===== src/rtl/regfile_context_unit.sv =====
// regfile_context_unit: context save/restore engine for the 8x8 register file.
// A save reads FIRST_REG..LAST_REG through read port A and streams the bytes
// out on a valid/ready link. A restore accepts bytes from a valid/ready link
// and writes them into FIRST_REG..LAST_REG through the write port. R0 is
// never addressed, so it is never written.
module regfile_context_unit #(
    parameter int unsigned FIRST_REG = 1,
    parameter int unsigned LAST_REG  = 7
) (
    input  logic       clk_i,
    input  logic       reset_i,
    input  logic       save_i,
    input  logic       restore_i,
    output logic       busy_o,
    output logic       done_o,
    output logic [2:0] aa_o,
    input  logic [7:0] data_a_i,
    output logic [2:0] da_o,
    output logic [7:0] wr_data_o,
    output logic       wr_o,
    output logic [7:0] tx_data_o,
    output logic       tx_valid_o,
    input  logic       tx_ready_i,
    input  logic [7:0] rx_data_i,
    input  logic       rx_valid_i,
    output logic       rx_ready_o
);

    localparam logic [2:0] FIRST_IDX = 3'(FIRST_REG);
    localparam logic [2:0] LAST_IDX  = 3'(LAST_REG);

    typedef enum logic [2:0] {
        S_IDLE      = 3'd0,
        S_SAVE_LOAD = 3'd1,
        S_SAVE_SEND = 3'd2,
        S_RST_WAIT  = 3'd3,
        S_RST_WRITE = 3'd4,
        S_DONE      = 3'd5
    } state_t;

    state_t     state_q, state_d;
    logic [2:0] aa_q, aa_d;
    logic [2:0] da_q, da_d;
    logic [7:0] wr_data_q, wr_data_d;
    logic       wr_q, wr_d;
    logic [7:0] tx_data_q, tx_data_d;
    logic       tx_valid_q, tx_valid_d;
    logic       rx_ready_q, rx_ready_d;
    logic       busy_q, busy_d;
    logic       done_q, done_d;

    // Next-state and next-output logic; every register holds unless changed.
    always_comb begin
        state_d    = state_q;
        aa_d       = aa_q;
        da_d       = da_q;
        wr_data_d  = wr_data_q;
        wr_d       = wr_q;
        tx_data_d  = tx_data_q;
        tx_valid_d = tx_valid_q;
        rx_ready_d = rx_ready_q;

        case (state_q)
            S_IDLE: begin
                // Save wins over restore when both arrive together.
                if (save_i) begin
                    aa_d    = FIRST_IDX;
                    state_d = S_SAVE_LOAD;
                end else if (restore_i) begin
                    da_d       = FIRST_IDX;
                    rx_ready_d = 1'b1;
                    state_d    = S_RST_WAIT;
                end else begin
                    state_d = S_IDLE;
                end
            end
            S_SAVE_LOAD: begin
                tx_data_d  = data_a_i;
                tx_valid_d = 1'b1;
                state_d    = S_SAVE_SEND;
            end
            S_SAVE_SEND: begin
                // Byte and valid are held until the sink takes them.
                if (tx_valid_q && tx_ready_i) begin
                    tx_valid_d = 1'b0;
                    if (aa_q == LAST_IDX) begin
                        state_d = S_DONE;
                    end else begin
                        aa_d    = aa_q + 3'd1;
                        state_d = S_SAVE_LOAD;
                    end
                end else begin
                    state_d = S_SAVE_SEND;
                end
            end
            S_RST_WAIT: begin
                if (rx_valid_i && rx_ready_q) begin
                    wr_data_d  = rx_data_i;
                    wr_d       = 1'b1;
                    rx_ready_d = 1'b0;
                    state_d    = S_RST_WRITE;
                end else begin
                    state_d = S_RST_WAIT;
                end
            end
            S_RST_WRITE: begin
                // The write strobe lasts exactly one cycle per byte.
                wr_d = 1'b0;
                if (da_q == LAST_IDX) begin
                    state_d = S_DONE;
                end else begin
                    da_d       = da_q + 3'd1;
                    rx_ready_d = 1'b1;
                    state_d    = S_RST_WAIT;
                end
            end
            S_DONE: begin
                state_d = S_IDLE;
            end
            default: begin
                state_d    = S_IDLE;
                wr_d       = 1'b0;
                tx_valid_d = 1'b0;
                rx_ready_d = 1'b0;
            end
        endcase

        busy_d = (state_d != S_IDLE);
        done_d = (state_d == S_DONE);
    end

    // State and output registers with synchronous reset.
    always_ff @(posedge clk_i) begin
        if (reset_i) begin
            state_q    <= S_IDLE;
            aa_q       <= 3'd0;
            da_q       <= 3'd0;
            wr_data_q  <= 8'd0;
            wr_q       <= 1'b0;
            tx_data_q  <= 8'd0;
            tx_valid_q <= 1'b0;
            rx_ready_q <= 1'b0;
            busy_q     <= 1'b0;
            done_q     <= 1'b0;
        end else begin
            state_q    <= state_d;
            aa_q       <= aa_d;
            da_q       <= da_d;
            wr_data_q  <= wr_data_d;
            wr_q       <= wr_d;
            tx_data_q  <= tx_data_d;
            tx_valid_q <= tx_valid_d;
            rx_ready_q <= rx_ready_d;
            busy_q     <= busy_d;
            done_q     <= done_d;
        end
    end

    assign busy_o     = busy_q;
    assign done_o     = done_q;
    assign aa_o       = aa_q;
    assign da_o       = da_q;
    assign wr_data_o  = wr_data_q;
    assign wr_o       = wr_q;
    assign tx_data_o  = tx_data_q;
    assign tx_valid_o = tx_valid_q;
    assign rx_ready_o = rx_ready_q;

endmodule

===== config.mk =====
export PLATFORM = sky130hd
export DESIGN_NAME = regfile_context_unit
export DESIGN_NICKNAME = d
export VERILOG_FILES = /design/src/rtl/regfile_context_unit.sv
export SDC_FILE = /design/constraint.sdc
export NUM_CORES = 1
export LEC_CHECK = 0
export CELL_PAD_IN_SITES_DETAIL_PLACEMENT = 1
export CELL_PAD_IN_SITES_GLOBAL_PLACEMENT = 2
export CORE_MARGIN = 2
export CORE_UTILIZATION = 23
export DETAILED_ROUTE_END_ITERATION = 6
export GPL_TIMING_DRIVEN = 0
export PLACE_DENSITY_LB_ADDON = 0.1
export SLEW_MARGIN = 5
export SYNTH_ARGS = -nofsm -noshare
export SYNTH_HDL_FRONTEND = slang
export SYNTH_SLANG_ARGS = --single-unit
export TNS_END_PERCENT = 5

===== constraint.sdc =====
create_clock -name clk_i -period 1.52 [get_ports clk_i]
set_input_delay 0.38 -clock clk_i [delete_from_list [all_inputs] [get_ports clk_i]]
set_output_delay 0.38 -clock clk_i [all_outputs]
set_load 0.005 [all_outputs]

==> results.md, run 1 <==
Run status:
- The flow ran to the end, but the final reports show violations.
- The checks that failed: setup timing.

Final layout:
- The fraction of final layout cells with drive strength greater than 1 is 21.6%.
- Across the whole layout, storage elements account for 616 sq um.
- In the final layout, the multi-input gates occupy 646 sq um.
- Cells fill 37.7% of the core in the end.
- The antenna diode count is 0.
- The net total in the final layout is 210.
- The layout overhead on the synthesized area is 59.8%.
- The layout filler cell count is 602.

Global route:
- The largest net degree at the start of global routing is 11.
- The via count of the first global-routing pass was between 1000 and 1500.
- Global routing finished with a remaining overflow of 0.
- The first global-routing pass estimated 5880 microns of wire.
- The overall global routing resource usage is about an eighth.
- The initial antenna violation count came to 0.

Pwr:
- The internal power contribution is 1540 uW.
- The overall power consumption is 2030 uW.
- Registers are responsible for between 40% and 50% of the overall power.
- IR analysis of the VDD net gives a maximum drop of approximately 0.00040 V.
- Per report_power, the clock group accounts for 38.2% of the total.
- Summed over all nets, the switching power comes to 485 uW.
- Combinational logic burns 18.6% of the power.
- The switching part of the total is between 20% and 30%.
- Dividing total power by cell area gives a power density of a little under 1000 nW/um^2.
- The static power due to leakage is around 0.0011 uW.

Synth:
- The proportion of register bits with asynchronous set or reset after synthesis is 0%.
- The cell count after synthesis is 129.
- The cell area after technology mapping is ~1300 sq um.
- A synthesized cell averages ~10 sq um.
- The number of enable flip-flop cells after synthesis is 0.
- The sequential cell area fraction in the yosys report is 46.8%.
- Counting every net in the synthesized netlist gives 155.
- The number of different library cells used by synthesis comes to 33.
- In the synthesized netlist the dominant register cell turns out to be sky130_fd_sc_hd__dfxtp_1.
- The post-synthesis sequential element count is 30.
- The number of warnings issued by yosys is 0.

Place:
- The post-DP HPWL is approximately 2700 microns.
- During placement, the flow inserted port buffers numbering 47.
- At the end of routability-driven placement, the weighted congestion stood at 0.685.

Worst setup path:
- The most critical setup path has its startpoint at da_o[0]$_SDFFE_PP0P_.
- STA classifies the critical path endpoint as a flop.
- The endpoint identified for the worst register-to-register timing path is busy_o$_SDFF_PP0_.
- STA puts the critical path data arrival time at 1710 ps.
- The endpoint required time on the critical path is 1680 ps.
- The number of cells on the worst reg-to-reg path is 5.
- The largest fanout on the critical path is 3.
- The worst reg-to-reg setup slack is -30 ps.
- In this run the critical register-to-register path is launched from da_o[0]$_SDFFE_PP0P_.
- The critical path ends at busy_o$_SDFF_PP0_.
- The worst setup path is launched from a flop.
- The worst setup path is of the flop to flop kind.

CTS:
- The clock passes through at most 2 buffers.
- The clock-pin slew on the worst setup and hold paths is about 60 ps.
- The TritonCTS clock tree is built.
- The level count of the clock H-tree is 2.
- The number of clock sinks is 30.
- For the worst-skew pair, the clock arrives at the later sink with an insertion delay of ~270 ps.
- CTS placed an instance of sky130_fd_sc_hd__clkbuf_8 at the clock tree root.
- Buffers inserted during clock tree synthesis total 5.
- The hold buffer count at cts is 0.

Hold path:
- The classification of the worst-slack hold path is flop to flop.

Timing:
- The final-report hold violation count was 0.
- The measured slew at the worst slew-check pin is 510 ps.
- The final max-slew violation count is 0.
- The share of the clock period used by the worst path after layout is 102%.
- Setup violations remaining at the end of the flow were counted as 3.
- Timing would allow up to between 0.6 and 0.7 GHz.
- The worst slew margin relative to its limit is 66.0%.
- Setup repair after global routing could not meet its margin everywhere.
- For the final database, setup skew stands at 2.86 ps.
- The worst path in the final design needs a cycle of between 1500 and 2000 ps, including I/O delays and setup.
- Setup slack on the critical path of the routed design comes to -30.0 ps.

Die:
- The core area is approximately 5400 sq um.
- The row count is 27.
- The overall die area is 6190 sq um.
- The horizontal extent of the die is between 70 and 80 microns.
- Once the floorplan was initialized, standard cells occupied a little under a quarter of the core.
- The I/O pin count is 49.
- Measured along the y axis, the die boundary spans around 79 microns.

Flow run:
- The max-cap check violation count is 0.

Detailed routing:
- The total iterations of the first detailed-routing run is 3.
- The number of vias in the routed layout is roughly 1100.
- In this run the remaining antenna-violating nets after routing total 0.
- After the first detailed-routing iteration, the DRC count stood at 25.
- The routed length per instance is 13.8 microns.
- The sum of routed wire length over all layers is between 3000 and 4000 microns.
- For this run, design rule violations remaining after detail routing come to 0.
- Using the TritonRoute via totals, the vias-per-cell ratio works out to roughly 4.3.
[Yosys cell counts (2+ instances only)]
library cell / number / share of area [%]
sky130_fd_sc_hd__dfxtp_1: 30 / 47
sky130_fd_sc_hd__inv_1: 6 / 1.8
sky130_fd_sc_hd__nor2b_1: 2 / 0.98
sky130_fd_sc_hd__nor3_1: 2 / 0.78
sky130_fd_sc_hd__clkbuf_1: 3 / 0.88
sky130_fd_sc_hd__ha_1: 4 / 3.9
sky130_fd_sc_hd__nand2_1: 2 / 0.59
sky130_fd_sc_hd__o21ai_0: 3 / 1.2
sky130_fd_sc_hd__a22oi_1: 4 / 2.3
sky130_fd_sc_hd__mux2i_1: 16 / 12
sky130_fd_sc_hd__nor2_1: 27 / 7.9
sky130_fd_sc_hd__o31a_1: 2 / 1.4
sky130_fd_sc_hd__buf_6: 3 / 2.6
sky130_fd_sc_hd__a21oi_1: 4 / 1.6
sky130_fd_sc_hd__nand3_1: 2 / 0.78
sky130_fd_sc_hd__mux2_2: 2 / 1.8
[stage by stage]
| stage | hold WS [ps] | area [sq um] | setup TNS, ps | cells | setup slack, ps |
|---|---|---|---|---|---|
| finish | 488 | 2050 | -34.5 | 257 | -30.0 |
| global route | 522 | 2050 | -627 | 257 | -85.1 |
| CTS | 506 | 1970 | -266 | 257 | -42.1 |
| detailed placement | 485 | 1840 | -4020 | 248 | -369 |
| global placement | 473 | 1840 | -3620 | 248 | -368 |
| floorplan | 481 | 1280 | 0 | 129 | 5.20 |
[per-layer routing]
metal / routed length, microns / track usage, % / vias up
met5: 0 / 0 / -
met4: 50 / 5.61 / 0
met3: 209 / 3.91 / 5
met2: 1850 / 22.0 / 28
met1: 1440 / 13.1 / 530
li1: - / - / 554
[cell usage in the layout (no fill, tap or decap), drive strengths merged, types with 4 or more instances in the layout]
cell type,n
a21oi,4
a22oi,4
buf,4
clkbuf,10
clkdlybuf4s50,27
dfxtp,30
dlymetal6s2s,19
ha,4
inv,6
mux2i,16
nor2,29
o21ai,4
[cell type report]
| type | instances | share of cell area [%] |
|---|---|---|
| multi-input combinational | 87 | 31.5 |
| sequential | 30 | 30.0 |
| timing repair buffer | 48 | 25.6 |
| tap | 72 | 4.40 |
| clock buffer | 7 | 3.72 |
| buffer | 6 | 2.20 |
| clock inverter | 1 | 1.47 |
| inverter | 6 | 1.10 |
[how the worst min path moves through the flow]
stage,startpoint,end,slack (ps),cells after the start
floorplan,wr_o$_SDFFE_PP0P_,wr_o$_SDFFE_PP0P_,480,2
global placement,wr_o$_SDFFE_PP0P_,wr_o$_SDFFE_PP0P_,470,2
detailed placement,tx_data_o[1]$_SDFFE_PP0P_,tx_data_o[1]$_SDFFE_PP0P_,490,2
CTS,tx_data_o[1]$_SDFFE_PP0P_,tx_data_o[1]$_SDFFE_PP0P_,510,2
global route,rx_ready_o$_SDFFE_PP0P_,rx_ready_o$_SDFFE_PP0P_,520,2
finish,tx_data_o[3]$_SDFFE_PP0P_,tx_data_o[3]$_SDFFE_PP0P_,490,2
[worst max-delay path, stage by stage, from the launching register on]
cell	delay, ps
sky130_fd_sc_hd__dfxtp_2	330
sky130_fd_sc_hd__ha_1	200
sky130_fd_sc_hd__ha_2	170
sky130_fd_sc_hd__and3_4	150
sky130_fd_sc_hd__o31a_1	290
sky130_fd_sc_hd__or3_1	300
[repair_timing]
item,CTS,global route
endpoints found under the setup margin,24,38
buffers inserted,1,0
gates resized for setup,9,33
pin swaps,1,1
[kinds of logic after synthesis]
group | count (synthesis) | synth area share, %
buffers and inverters | 12 | 5.27
flip-flops | 30 | 46.8
multiplexers | 18 | 14.2
AO/OA/AOI/OAI | 19 | 10.6
adder cells (fa/ha/maj) | 4 | 3.90
AND/OR/NAND/NOR | 46 | 19.1
[power by group through the flow]
| stage | Clock, uW | Combinational [uW] | Sequential (uW) |
|---|---|---|---|
| final | 774 | 376 | 877 |
| after global routing | 834 | 415 | 884 |
| after CTS | 804 | 384 | 876 |
| after detailed placement | 0 | 377 | 890 |
| after global placement | 0 | 372 | 886 |
| after floorplan | 0 | 197 | 886 |
[state kept, by name, indices dropped and copies added (netlist names)]
name	cells
aa_o	3
tx_data_o	8
tx_valid_o	1
done_o	1
busy_o	1
wr_o	1
da_o	3
wr_data_o	8
state_q	3
rx_ready_o	1
Power figures use the tool's default switching activity.
==> inputs of run 2 (changes only) <==
--- a/config.mk
+++ b/config.mk
@@ -9,8 +9,8 @@
 export CELL_PAD_IN_SITES_GLOBAL_PLACEMENT = 2
 export CORE_MARGIN = 2
-export CORE_UTILIZATION = 23
+export CORE_UTILIZATION = 25
 export DETAILED_ROUTE_END_ITERATION = 6
 export GPL_TIMING_DRIVEN = 0
-export PLACE_DENSITY_LB_ADDON = 0.1
+export PLACE_DENSITY_LB_ADDON = 0.15
 export SLEW_MARGIN = 5
 export SYNTH_ARGS = -nofsm -noshare
==> constraint.sdc (replaced) <==
create_clock -name clk_i -period 1.5 [get_ports clk_i]
set_input_delay 0.3 -clock clk_i [delete_from_list [all_inputs] [get_ports clk_i]]
set_output_delay 0.3 -clock clk_i [all_outputs]
set_load 0.005 [all_outputs]
==> results.md, run 2 (synthesis results as in run 1) <==
CTS:
- The tree is rooted in a sky130_fd_sc_hd__clkbuf_8.
- TritonCTS built the clock tree.
- The clock-pin slew on the worst setup and hold paths was 70 ps (about the same).
- The clock insertion delay at the later pin of the skew report came to 280 ps (about the same).
- The number of buffers on the longest clock path came to 2 (unchanged).
- The number of clock sinks came to 30 (unchanged).
- The TritonCTS buffer count came to 5 (unchanged).
- The hold buffer count at cts was 0 (unchanged).
- The level count of the clock H-tree came to 2 (unchanged).

Timing:
- The final-report hold violation count is 0 (unchanged).
- The fmax is 0.669 GHz.
- The worst-case setup margin in the final layout is 4.56 ps (+34.6 ps).
- The final clock skew was 3.56 ps (+0.693 ps).
- The final-report setup violation count is 0 (-3).
- The worst slew margin relative to its limit is 64.5% (-1.5 points).
- The final max-slew violation count came to 0 (unchanged).
- Setup repair after global routing could not meet its margin everywhere.
- Counting I/O delays and the setup requirement, the final critical path takes 1500 ps.
- The share of the clock period used by the worst path after layout is approximately 100%.
- The final worst hold slack is 454 ps (-34.0 ps).
- The measured slew at the worst slew-check pin was 532 ps (+22.5 ps).

Die:
- The core area is 5040 sq um (-7.3%).
- The height of the die came to 75.6 microns (-3.9%).
- The overall die area is 5720 sq um (-7.6%).
- The row count is 26 (-3.7%).
- The initial core utilization is 25.4% (+1.9 points).
- The I/O pin count is 49 (unchanged).
- The horizontal extent of the die is 75.6 microns (-3.9%).

Run status:
- The run finished with clean final reports.

Final layout:
- The library cell used most frequently in the layout, excluding fill and tap cells, is sky130_fd_sc_hd__clkdlybuf4s50_1.
- The layout overhead on the synthesized area is 58.7%.
- The antenna diode count was 0 (unchanged).
- The net total in the final layout is 212 (+0.95%).
- The post-route core utilization is 40.4% (+2.7 points).
- In the layout the commonest cells are 43 x sky130_fd_sc_hd__clkdlybuf4s50_1, 26 x sky130_fd_sc_hd__nor2_1, 21 x sky130_fd_sc_hd__dfxtp_1, 16 x sky130_fd_sc_hd__mux2i_1, 8 x sky130_fd_sc_hd__dfxtp_2.
- The fraction of final layout cells with drive strength greater than 1 is 20.9% (-0.77 points).

Place:
- The global placement routability congestion is 0.752 (+9.8%).
- The post-DP HPWL is 2550 microns (-4.2%).
- The quantity of I/O buffers inserted on ports is 47 (unchanged).
- The pre-CTS setup slack is -328 ps (+41.0 ps).

Detailed routing:
- The number of design-rule violations left by the first detailed-router iteration is 32 (+28%).
- The routed length per instance is 13.3 microns (-3.9%).
- The routed via count divided by cell count is 4.37 (+0.63%).
- The remaining routing DRC violations is 0 (unchanged).
- The number of vias in the routed layout is 1124 (+0.63%).
- The total iterations of the first detailed-routing run is 3 (unchanged).
- The number of nets still failing antenna checks after routing is 0 (unchanged).
- The sum of routed wire length over all layers came to 3410 microns (-3.9%).

Worst setup path:
- The endpoint required time on the critical path is 1660 ps (-20 ps).
- The category of the worst setup path launch point is a primary input.
- Traced cell by cell, the critical path runs through clkdlybuf4s50_1 > nand2_1 > a32oi_1 > a221oi_1 > or3_1.
- Among all stages on the critical path, the largest delay is contributed by sky130_fd_sc_hd__clkdlybuf4s50_1.
- The endpoint type of the worst setup path is a flop.
- The delay of the slowest cell on the worst path was 510 ps (+180 ps).
- The setup path with the least slack is of type primary input to flop.
- The arrival time at the worst endpoint was 1650 ps (-60 ps).
- The largest fanout on the critical path came to 4 (+1).

Global route:
- The largest net degree at the start of global routing is 11 (unchanged).
- The overall overflow remaining after global route was 0 (unchanged).
- The initial antenna violation count was 0 (unchanged).
- The overall global routing resource usage was 13.3% (+1.0 points).
- The via count of the first global-routing pass is 1177 (-6.4%).
- The first-pass GRT wire length is 5620 microns (-4.5%).

Pwr:
- The overall power consumption is 1950 uW (-3.7%).
- The static power due to leakage is 0.000770 uW (-28%).
- The maximum ir drop on the vdd rail is 0.000415 V (+3.3%).
- The power density relative to cell area is 959 nW/um^2 (-3.0%).

Hold path:
- The min-delay analysis places its worst path in the category primary input to flop.

Flow run:
- The max-cap check violation count came to 0 (unchanged).
run 2: changes by cell type in the layout (fill, tap and decap cells not counted), moves of 2 or more:
cell / previous run / this run
sky130_fd_sc_hd__ha_4: 0 / 4
sky130_fd_sc_hd__dfxtp_1: 18 / 21
sky130_fd_sc_hd__dfxtp_2: 12 / 8
sky130_fd_sc_hd__dlymetal6s2s_1: 19 / 2
sky130_fd_sc_hd__ha_2: 3 / 0
sky130_fd_sc_hd__buf_4: 1 / 3
sky130_fd_sc_hd__clkdlybuf4s50_1: 27 / 43
run 2: metrics by stage:
step	setup TNS, ps	instance area [sq um]	cells
after floorplan	0	1280	129
after detailed placement	-2790	1840	246
after global routing	-339	2040	257
after CTS	-126	2010	257
after global placement	-2420	1840	246
final	0	2040	257
run 2: repair_timing:
action                                  in CTS  in global routing
resized for setup                           18                  8
buffers inserted                             3                  0
endpoints found under the setup margin      13                 18
pin swaps                                    3                  1
run 2: worst paths after layout:
path	startpoint	to	slack, ps	cells past startpoint
worst min register to register	wr_o$_SDFFE_PP0P_	wr_o$_SDFFE_PP0P_	500	2
worst max-delay path	tx_ready_i	busy_o$_SDFF_PP0_	5	5
worst min-delay path	reset_i	tx_data_o[6]$_SDFFE_PP0P_	450	2
worst max register to register	aa_o[0]$_SDFFE_PP0P_	busy_o$_SDFF_PP0_	10	6
run 2: cell type report:
type	instances	area, sq um
fill	581	3010
multi-input combinational	87	679
sequential	30	614
timing repair buffer	50	495
tap	70	87.6
clock buffer	7	86.3
buffer	6	45.0
inverter	6	22.5
clock inverter	1	5.00
run 2: where the power goes:
part	total (uW)	leakage (uW)	switching [uW]	internal [uW]
Clock	675	0.0000482	305	370
Combinational	394	0.000474	169	225
Sequential	885	0.000248	36.6	848
run 2: metal layers:
metal | up-vias | GRT usage [%] | share of wire (%)
met4 | 0 | 5.85 | 1.6
li1 | 558 | - | -
met3 | 6 | 6.08 | 7.7
met5 | - | 0 | 0
met2 | 31 | 20.6 | 46
met1 | 529 | 15.8 | 45
run 2: critical path: cells and delay by family:
| family | cells | cell delay [ps] |
|---|---|---|
| compound gates | 2 | 340 |
| buf+inv | 1 | 510 |
| simple gates | 2 | 510 |
==> inputs of run 3 (changes only) <==
CTS_CLUSTER_DIAMETER = 100   (was not set)
==> results of run 3 <==
Same layout as run 2: the final DEF is identical, and so are final timing and power.
